**config.mk**
```make
export PLATFORM = sky130hd
export DESIGN_NAME = hazard_scoreboard_flat
export DESIGN_NICKNAME = d
export VERILOG_FILES = /design/src/rtl/hazard_scoreboard_if.sv /design/src/rtl/hazard_scoreboard.sv /design/src/flat_wrapper.sv
export SDC_FILE = /design/constraint.sdc
export NUM_CORES = 1
export LEC_CHECK = 0
export ABC_AREA = 1
export CAP_MARGIN = 20
export CORE_MARGIN = 2
export CORE_UTILIZATION = 50
export DETAILED_ROUTE_END_ITERATION = 6
export MAX_ROUTING_LAYER = met4
export PLACE_DENSITY = 0.74
export SLEW_MARGIN = 30
export SYNTH_ARGS = -nofsm -noshare
export SYNTH_HDL_FRONTEND = slang
export SYNTH_SLANG_ARGS = --single-unit
```
**constraint.sdc**
```tcl
create_clock -name clk -period 3.2 [get_ports clk]
set_clock_uncertainty 0.1 [all_clocks]
set_input_delay 0.64 -clock clk [delete_from_list [all_inputs] [get_ports clk]]
set_output_delay 0.64 -clock clk [all_outputs]
set_load 0.005 [all_outputs]
```
**src/rtl/hazard_scoreboard_if.sv**
```systemverilog
// Issue/decode bundle between the pipeline and hazard_scoreboard.
// HAZARD_SCOREBOARD_PERF_EN adds the stall_cycles performance counter to the bundle.
interface hazard_scoreboard_if #(
    parameter int NREG = 32,
    parameter int REGW = $clog2(NREG),
    parameter int CNTW = 4
);
    logic            issue_valid;
    logic            issue_we;
    logic [REGW-1:0] issue_rd;
    logic [CNTW-1:0] issue_lat;
    logic            hold;
    logic            flush;
    logic [REGW-1:0] rsD;
    logic [REGW-1:0] rtD;
    logic            useRsD;
    logic            useRtD;
    logic            stallD;
    logic [NREG-1:0] busy_vec;
`ifdef HAZARD_SCOREBOARD_PERF_EN
    logic [31:0]     stall_cycles;

    modport master (
        output issue_valid, issue_we, issue_rd, issue_lat, hold, flush,
        output rsD, rtD, useRsD, useRtD,
        input  stallD, busy_vec, stall_cycles
    );
    modport slave (
        input  issue_valid, issue_we, issue_rd, issue_lat, hold, flush,
        input  rsD, rtD, useRsD, useRtD,
        output stallD, busy_vec, stall_cycles
    );
`else
    modport master (
        output issue_valid, issue_we, issue_rd, issue_lat, hold, flush,
        output rsD, rtD, useRsD, useRtD,
        input  stallD, busy_vec
    );
    modport slave (
        input  issue_valid, issue_we, issue_rd, issue_lat, hold, flush,
        input  rsD, rtD, useRsD, useRtD,
        output stallD, busy_vec
    );
`endif
endinterface

```
**src/rtl/hazard_scoreboard.sv**
```systemverilog
// Per-register latency scoreboard for the decode stage: stalls decode while a source is pending.
// Define HAZARD_SCOREBOARD_PERF_EN to add the stall_cycles performance counter.
module hazard_scoreboard #(
    parameter int NREG   = 32,
    parameter int REGW   = $clog2(NREG),
    parameter int MAXLAT = 8,
    parameter int CNTW   = $clog2(MAXLAT + 1)
) (
    input  logic               clk,
    input  logic               resetn,
    hazard_scoreboard_if.slave sb
);
    localparam logic [CNTW-1:0] ZeroCnt = {CNTW{1'b0}};
    localparam logic [CNTW-1:0] OneCnt  = {{(CNTW-1){1'b0}}, 1'b1};
    localparam logic [CNTW-1:0] MaxLatC = CNTW'(MAXLAT);
    localparam logic [REGW-1:0] ZeroReg = {REGW{1'b0}};

    function automatic logic [CNTW-1:0] satLat(input logic [CNTW-1:0] lat);
        return (lat > MaxLatC) ? MaxLatC : lat;
    endfunction

    logic [CNTW-1:0] cnt_r      [NREG];
    logic [CNTW-1:0] cntNext_s  [NREG];
    logic [NREG-1:0] busyVec_r;
    logic [NREG-1:0] busyNext_s;
    logic            accept_s;
    logic            rsPend_s;
    logic            rtPend_s;
    logic            stall_s;

    assign accept_s = sb.issue_valid & sb.issue_we & ~sb.hold & ~sb.flush &
                      (sb.issue_rd != ZeroReg);

    // A producer issuing this very cycle with nonzero latency already blocks its readers.
    assign rsPend_s = (cnt_r[sb.rsD] != ZeroCnt) |
                      (accept_s & (sb.issue_rd == sb.rsD) & (sb.issue_lat != ZeroCnt));
    assign rtPend_s = (cnt_r[sb.rtD] != ZeroCnt) |
                      (accept_s & (sb.issue_rd == sb.rtD) & (sb.issue_lat != ZeroCnt));

    assign stall_s = ~sb.flush &
                     ((sb.useRsD & (sb.rsD != ZeroReg) & rsPend_s) |
                      (sb.useRtD & (sb.rtD != ZeroReg) & rtPend_s));

    assign sb.stallD   = stall_s;
    assign sb.busy_vec = busyVec_r;

    // Next countdown per register: flush, then hold, then a new writer, then decrement.
    always_comb begin
        for (int r = 0; r < NREG; r++) begin
            if (r == 0) begin
                cntNext_s[r] = ZeroCnt;
            end else if (sb.flush) begin
                cntNext_s[r] = ZeroCnt;
            end else if (sb.hold) begin
                cntNext_s[r] = cnt_r[r];
            end else if (accept_s && (sb.issue_rd == REGW'(r))) begin
                cntNext_s[r] = satLat(sb.issue_lat);
            end else if (cnt_r[r] != ZeroCnt) begin
                cntNext_s[r] = cnt_r[r] - OneCnt;
            end else begin
                cntNext_s[r] = ZeroCnt;
            end
            busyNext_s[r] = (cntNext_s[r] != ZeroCnt);
        end
    end

    // Countdown array and its registered busy view.
    always_ff @(posedge clk or negedge resetn) begin
        if (!resetn) begin
            for (int r = 0; r < NREG; r++) begin
                cnt_r[r] <= ZeroCnt;
            end
            busyVec_r <= {NREG{1'b0}};
        end else begin
            for (int r = 0; r < NREG; r++) begin
                cnt_r[r] <= cntNext_s[r];
            end
            busyVec_r <= busyNext_s;
        end
    end

`ifdef HAZARD_SCOREBOARD_PERF_EN
    logic [31:0] stallCycles_r;

    // Counts decode cycles lost to hazards; frozen pipeline cycles are not charged.
    always_ff @(posedge clk or negedge resetn) begin
        if (!resetn) begin
            stallCycles_r <= 32'd0;
        end else if (stall_s && !sb.hold) begin
            stallCycles_r <= stallCycles_r + 32'd1;
        end else begin
            stallCycles_r <= stallCycles_r;
        end
    end

    assign sb.stall_cycles = stallCycles_r;
`else
    // Without the performance option there is no stall counter.
`endif

endmodule

```
**src/flat_wrapper.sv**
```systemverilog
// flat-port wrapper written by rule: the top's interface ports become plain ports
module hazard_scoreboard_flat 
#(
    parameter int NREG   = 32,
    parameter int REGW   = $clog2(NREG),
    parameter int MAXLAT = 8,
    parameter int CNTW   = $clog2(MAXLAT + 1)
)
  (clk, resetn, sb_issue_valid, sb_issue_we, sb_issue_rd, sb_issue_lat, sb_hold, sb_flush, sb_rsD, sb_rtD, sb_useRsD, sb_useRtD, sb_stallD, sb_busy_vec);
  hazard_scoreboard_if #(.NREG(NREG), .REGW(REGW), .CNTW(CNTW)) sb_i ();
  input  logic clk;
  input  logic resetn;
  input wire logic [$bits(sb_i.issue_valid)-1:0] sb_issue_valid;
  input wire logic [$bits(sb_i.issue_we)-1:0] sb_issue_we;
  input wire logic [$bits(sb_i.issue_rd)-1:0] sb_issue_rd;
  input wire logic [$bits(sb_i.issue_lat)-1:0] sb_issue_lat;
  input wire logic [$bits(sb_i.hold)-1:0] sb_hold;
  input wire logic [$bits(sb_i.flush)-1:0] sb_flush;
  input wire logic [$bits(sb_i.rsD)-1:0] sb_rsD;
  input wire logic [$bits(sb_i.rtD)-1:0] sb_rtD;
  input wire logic [$bits(sb_i.useRsD)-1:0] sb_useRsD;
  input wire logic [$bits(sb_i.useRtD)-1:0] sb_useRtD;
  output wire logic [$bits(sb_i.stallD)-1:0] sb_stallD;
  output wire logic [$bits(sb_i.busy_vec)-1:0] sb_busy_vec;
  assign sb_i.issue_valid = sb_issue_valid;
  assign sb_i.issue_we = sb_issue_we;
  assign sb_i.issue_rd = sb_issue_rd;
  assign sb_i.issue_lat = sb_issue_lat;
  assign sb_i.hold = sb_hold;
  assign sb_i.flush = sb_flush;
  assign sb_i.rsD = sb_rsD;
  assign sb_i.rtD = sb_rtD;
  assign sb_i.useRsD = sb_useRsD;
  assign sb_i.useRtD = sb_useRtD;
  assign sb_stallD = sb_i.stallD;
  assign sb_busy_vec = sb_i.busy_vec;
  hazard_scoreboard #(.NREG(NREG), .REGW(REGW), .MAXLAT(MAXLAT), .CNTW(CNTW)) u_core (.clk(clk), .resetn(resetn), .sb(sb_i));
endmodule
```
Word-level counts from Yosys, hierarchy flattened
Index checks and enable logic that the tools add are counted.
- bitwise logic cells: 20
- add/subtract/negate cells: 31
- multiplexer cells: 131
- equal/unequal tests: 33
- reductions and logical operators: 99
- $lt $le $gt $ge: 3
- operators with widths (cell ; number):
    $mux 4 ; 129
    $reduce_bool 4->1 ; 65
    $sub 4x1->4 const B ; 31
    $eq 5x5->1 const B ; 16
    $bmux 4 s5 ; 2
    $eq 5x4->1 const B ; 8
    $logic_and 1x1->1 ; 31
    $eq 5x3->1 const B ; 4
    $reduce_bool 5->1 ; 3
    $and 1x1->1 ; 13
    $ge 6x6->1 const B ; 2
    $not 5->6 ; 2
    $eq 5x2->1 const B ; 2
    $eq 5x5->1 ; 2
    $eq 5x1->1 const B ; 1
    $gt 4x4->1 const B ; 1
    $or 1x1->1 ; 3
    $not 1->1 ; 2
- bits of input ports: 27
- flip-flop bits (word level): 155
- word-level logic and storage cells: 349
- output and inout port bits: 33

Longest topological paths before layout
- depth after elaboration: 10
- gate-level depth with buffers: 14
- depth with buffers taken out: 13

Least setup slack after synthesis
Ideal clock, no wire load.
- path kind: in2out
- from: in sb_rsD[0]
- to: out sb_stallD
- stages on the path: 14
- arrival time: 1955 ps
- path buffers: 2
- slack: 505 ps
- data required time: 2460 ps
- cell sequence: buf_2 nand2_1 inv_1 clkbuf_1 nand2_1 nand2_1 nor2_1 nand3_1 nand3_1 nand2_1 nand2_1 nand3_1 nand2_1 a21oi_1
- word-level cells in the longest chain between the ends: 9
- elaborated cells between the ends (all ways): 14
- classes of those cells: eq/ne: 1; mux: 3; bitwise: 8; reduce/logical: 2
- ends and longest elaborated chain (element ; RTL line ; RTL):
    from (decl) ; flat_wrapper.sv:19 ; input wire logic [$bits(sb_i.rsD)-1:0] sb_rsD;
    $not 5->6 (not written as such) ; hazard_scoreboard.sv:35 ; assign rsPend_s = (cnt_r[sb.rsD] != ZeroCnt) |
    $bmux 4 s5 ; hazard_scoreboard.sv:35 ;
    $mux 4 (not written as such) (2 in series) ; hazard_scoreboard.sv:35 ;
    $reduce_bool 4->1 ; hazard_scoreboard.sv:35 ;
    $or 1x1->1 ; hazard_scoreboard.sv:35 ;
    $and 1x1->1 (*) ; hazard_scoreboard.sv:41 ; ((sb.useRsD & (sb.rsD != ZeroReg) & rsPend_s) |
    $or 1x1->1 (*) ; hazard_scoreboard.sv:41 ;
    $and 1x1->1 (*) ; hazard_scoreboard.sv:40 ; assign stall_s = ~sb.flush &
    to (decl) ; flat_wrapper.sv:23 ; output wire logic [$bits(sb_i.stallD)-1:0] sb_stallD;
Every way passes the cells marked *; elsewhere a longest branch is shown, timed or not. The select of a mux whose other input is x is not followed.

Worst setup path in the final report
- from: in sb_issue_rd[2]
- to: out sb_stallD
- word-level cells in the longest chain between the ends: 8
- elaborated cells between the ends (all ways): 14
- classes of those cells: eq/ne: 2; bitwise: 11; reduce/logical: 1
- ends and longest elaborated chain (element ; RTL line ; RTL):
    from (decl) ; flat_wrapper.sv:15 ; input wire logic [$bits(sb_i.issue_rd)-1:0] sb_issue_rd;
    $reduce_bool 5->1 ; hazard_scoreboard.sv:32 ; (sb.issue_rd != ZeroReg);
    $and 1x1->1 ; hazard_scoreboard.sv:31 ; assign accept_s = sb.issue_valid & sb.issue_we & ~sb.hold & ~sb.flush &
    $and 1x1->1 (on tied branches) (2 in series) ; hazard_scoreboard.sv:36, hazard_scoreboard.sv:38 ;
    $or 1x1->1 (on tied branches) ; hazard_scoreboard.sv:35, hazard_scoreboard.sv:37 ;
    $and 1x1->1 (on tied branches) ; hazard_scoreboard.sv:41, hazard_scoreboard.sv:42 ;
    $or 1x1->1 (*) ; hazard_scoreboard.sv:41 ;
    $and 1x1->1 (*) ; hazard_scoreboard.sv:40 ;
Every way passes the cells marked *; elsewhere a longest branch is shown, timed or not.

==> flow_metrics.env <==
export IMPL_grt_max_degree=71
export IMPL_synth_top_area_cell="dfrtp_1"
export IMPL_ff2ff_setup_slack_ns=1.37
export IMPL_ys_ff_latch=155
export IMPL_finalCriticalPeriod_ns=3.07
export IMPL_grt_pass1_wl_mm=59.1
export IMPL_hold_slack_ns=0.0854
export IMPL_vias=11900
export IMPL_ctsHoldBuffers=0
export IMPL_die_w_um=154
export IMPL_wl_per_cell_um=17.5
export IMPL_ys_flop_type="dfrtp_1"
export IMPL_cp_data_arrival_time_ns=2.33
export IMPL_clockBufferDepth=2
export IMPL_cts_root_buffer="clkbuf_16"
export IMPL_grt_pass1_vias=11200
export IMPL_total_power_mw=6.30
export IMPL_hold_violations=0
export IMPL_critPathCapture="sb_stallD"
export IMPL_cts_sinks=155
export IMPL_fmax_mhz=325
export IMPL_cts_made_buffers=17
export IMPL_gr_total_overflow=0
export IMPL_post_route_period_util_pct=96.0
export IMPL_h_tree_depth=4
export IMPL_ir_drop_v=0.000307
export IMPL_power_density_mw_per_mm2=475
export IMPL_core_mm2=0.0219
export IMPL_dr_pass1_iters=6
export IMPL_rows=54
export IMPL_insertion_delay_ns=0.44
export IMPL_synth_edf_count=0
export IMPL_final_antenna_net_count=0
export IMPL_fin_cells=2097
export IMPL_yosysWarnings=0
export IMPL_r2r_start="u_core.cnt_r[61]"
export IMPL_portBuffers=58
export IMPL_finalWirelength_mm=36.7
export IMPL_drv_slew=0
export IMPL_p_clk_share_pct=33.9
export IMPL_nNetsFinal=1862
export IMPL_hold_path_class="in2async"
export IMPL_die_h_um=154
export IMPL_grt_antenna_before_repair=0
export IMPL_areaGrowthSynthToFinish_pct=18.6
export IMPL_synth_top_area_share_pct=34.7
export IMPL_critPathKind="in2out"
export IMPL_syn_avg_cell_area_um2=6.61
export IMPL_critPathMaxFanout=4
export IMPL_r2r_cells=9
export IMPL_synth_cell_type_count=39
export IMPL_hpwlAfterDp_mm=26.6
export IMPL_drt_iter0_markers=1102
export IMPL_dp_cells=2062
export IMPL_multi_input_area_mm2=0.00595
export IMPL_start_util_pct=51.1
export IMPL_p_int_mw=4.17
export IMPL_drc_errors=0
export IMPL_p_switching_mw=2.12
export IMPL_io_pins=60
export IMPL_syn_num_nets=1750
export IMPL_seqPwrFrac_pct=36.4
export IMPL_leakagePower_nw=7.08
export IMPL_netlist_area_mm2=0.0112
export IMPL_drv_cap=0
export IMPL_seqCellArea_mm2=0.00388
export IMPL_r2r_end="u_core.sb.busy_vec[16]"
export IMPL_clk_pin_slew_ns=0.07
export IMPL_drive_gt1_share_pct=8.97
export IMPL_gp_congestion=1.02
export IMPL_dieArea_mm2=0.0236
export IMPL_crit_required_ns=2.46
export IMPL_synth_area_leaders="dfrtp_1, nand2_1, inv_1"
export IMPL_cts_tree="done"
export IMPL_swShare_pct=33.7
export IMPL_endpoint_kind="output pin"
export IMPL_seq_area_frac_synth_pct=34.7
export IMPL_rsz0062_at_grt="no"
export IMPL_worst_slew_pin_slew_ns=0.784
export IMPL_pwr_share_comb_pct=29.7
export IMPL_grt_total_usage_pct=32.5
export IMPL_syn_inst=1692
export IMPL_vias_per_cell=5.67
export IMPL_fin_util_pct=60.6
export IMPL_status="finished, final reports clean"
export IMPL_diodes=0
export IMPL_critPathLaunch="sb_issue_rd[2]"
export IMPL_setup_violations_final=0
export IMPL_n_fill_cell=2077
export IMPL_cp_start_kind="input pin"
export IMPL_async_flop_share_pct=100
export IMPL_slew_headroom_pct=47.7
==> final cells by class <==
| type | count | share of cell area (%) |
|---|---|---|
| clock buffers | 22 | 3.50 |
| clock inverters | 10 | 1.05 |
| inverters | 300 | 8.53 |
| multi-input cells | 1173 | 44.9 |
| flip-flops and latches | 155 | 29.3 |
| well taps | 280 | 2.64 |
| repair buffers | 157 | 10.2 |
==> layout by cell type, fill, tap and decap left out, types with 4 or more instances in the layout <==
| cell | instances |
|---|---|
| nand3_1 | 168 |
| nor2_2 | 4 |
| a21oi_1 | 91 |
| buf_4 | 93 |
| nor3_1 | 10 |
| nor2_1 | 142 |
| o211ai_1 | 92 |
| a22oi_1 | 4 |
| nand4_1 | 41 |
| clkdlybuf4s50_1 | 48 |
| xor2_1 | 20 |
| a31oi_1 | 9 |
| dfrtp_1 | 155 |
| nor4_1 | 4 |
| clkinv_2 | 4 |
| xnor2_1 | 4 |
| buf_6 | 5 |
| nand3b_1 | 7 |
| nand2_1 | 421 |
| clkbuf_16 | 17 |
| inv_1 | 294 |
| ha_1 | 31 |
| or2_2 | 8 |
| o21ai_0 | 85 |
| o221ai_1 | 6 |
==> cell usage after synthesis (6+ instances only) <==
master    count
a21oi_1      92
nand4_1      41
o211ai_1     92
buf_2         8
xor2_1       20
a31oi_1       9
or2_2         8
dfrtp_1     155
nor2_1      146
buf_1         7
clkbuf_1     46
nand3_1     168
nand3b_1      7
o21ai_0      86
inv_1       297
nand2_1     424
o221ai_1      6
nor3_1       11
ha_1         31
==> through the flow <==
stage          setup slack [ns]  setup TNS [ns]  instance area [um2]
2_1_floorplan             0.505               0                11200
3_3_place_gp             -0.727          -0.760                12600
3_5_place_dp             -0.709          -0.851                12600
4_1_cts                 0.00897               0                13200
5_1_grt                  0.0697               0                13300
6_report                  0.126               0                13300
==> sequential cells by signal, indices dropped and copies added, names as in the netlist <==
register	flops
u_core.sb.busy_vec	31
u_core.cnt_r	124
==> logic make-up after synthesis <==
kind of cell	after synthesis	share of synthesized area, %
compound gates	301	16.2
xor+xnor	24	1.88
fa+ha+maj	31	3.47
buf+inv	364	12.4
flops	155	34.7
mux	2	0.179
other cells	1	0.0335
simple gates	814	31.1
==> critical path, cell delays in order <==
cell	delay, ns
clkdlybuf4s50_1	0.47
buf_4	0.19
xor2_1	0.15
nor3_1	0.21
o2111ai_1	0.17
nand3_1	0.11
nand2_1	0.07
a21oi_2	0.19
clkbuf_2	0.14
==> how the worst min path moves through the flow <==
| stage | startpoint | end | cells past startpoint |
|---|---|---|---|
| 2_1_floorplan | resetn | u_core.cnt_r[0] | 0 |
| 3_3_place_gp | u_core.cnt_r[22] | u_core.cnt_r[22] | 2 |
| 3_5_place_dp | u_core.cnt_r[22] | u_core.cnt_r[22] | 2 |
| 4_1_cts | resetn | u_core.cnt_r[76] | 1 |
| 5_1_grt | resetn | u_core.cnt_r[73] | 1 |
| 6_report | resetn | u_core.cnt_r[73] | 1 |
==> per-layer routing <==
metal	vias up	global-route usage [%]	wire, um
met1	5530	42.8	15800
li1	5743	-	-
met5	-	-	0
met4	0	13.4	1430
met2	529	49.6	16500
met3	95	5.98	3010
==> power by group through the flow <==
stage / Sequential (mW) / Clock (mW) / Combinational (mW)
2_1_floorplan: 2.30 / 0 / 1.17
5_1_grt: 2.31 / 2.23 / 2.09
3_5_place_dp: 2.32 / 0 / 1.83
3_3_place_gp: 2.32 / 0 / 1.79
6_report: 2.29 / 2.14 / 1.87
4_1_cts: 2.29 / 2.15 / 1.85
==> what timing repair did <==
item,4_1_cts,5_1_grt
endpoints found under the setup margin,1,1
resized for setup,18,21
pin swaps,1,3
cloned,0,0
buffers inserted,2,1
No activity file was read; power rests on OpenSTA's default activity.
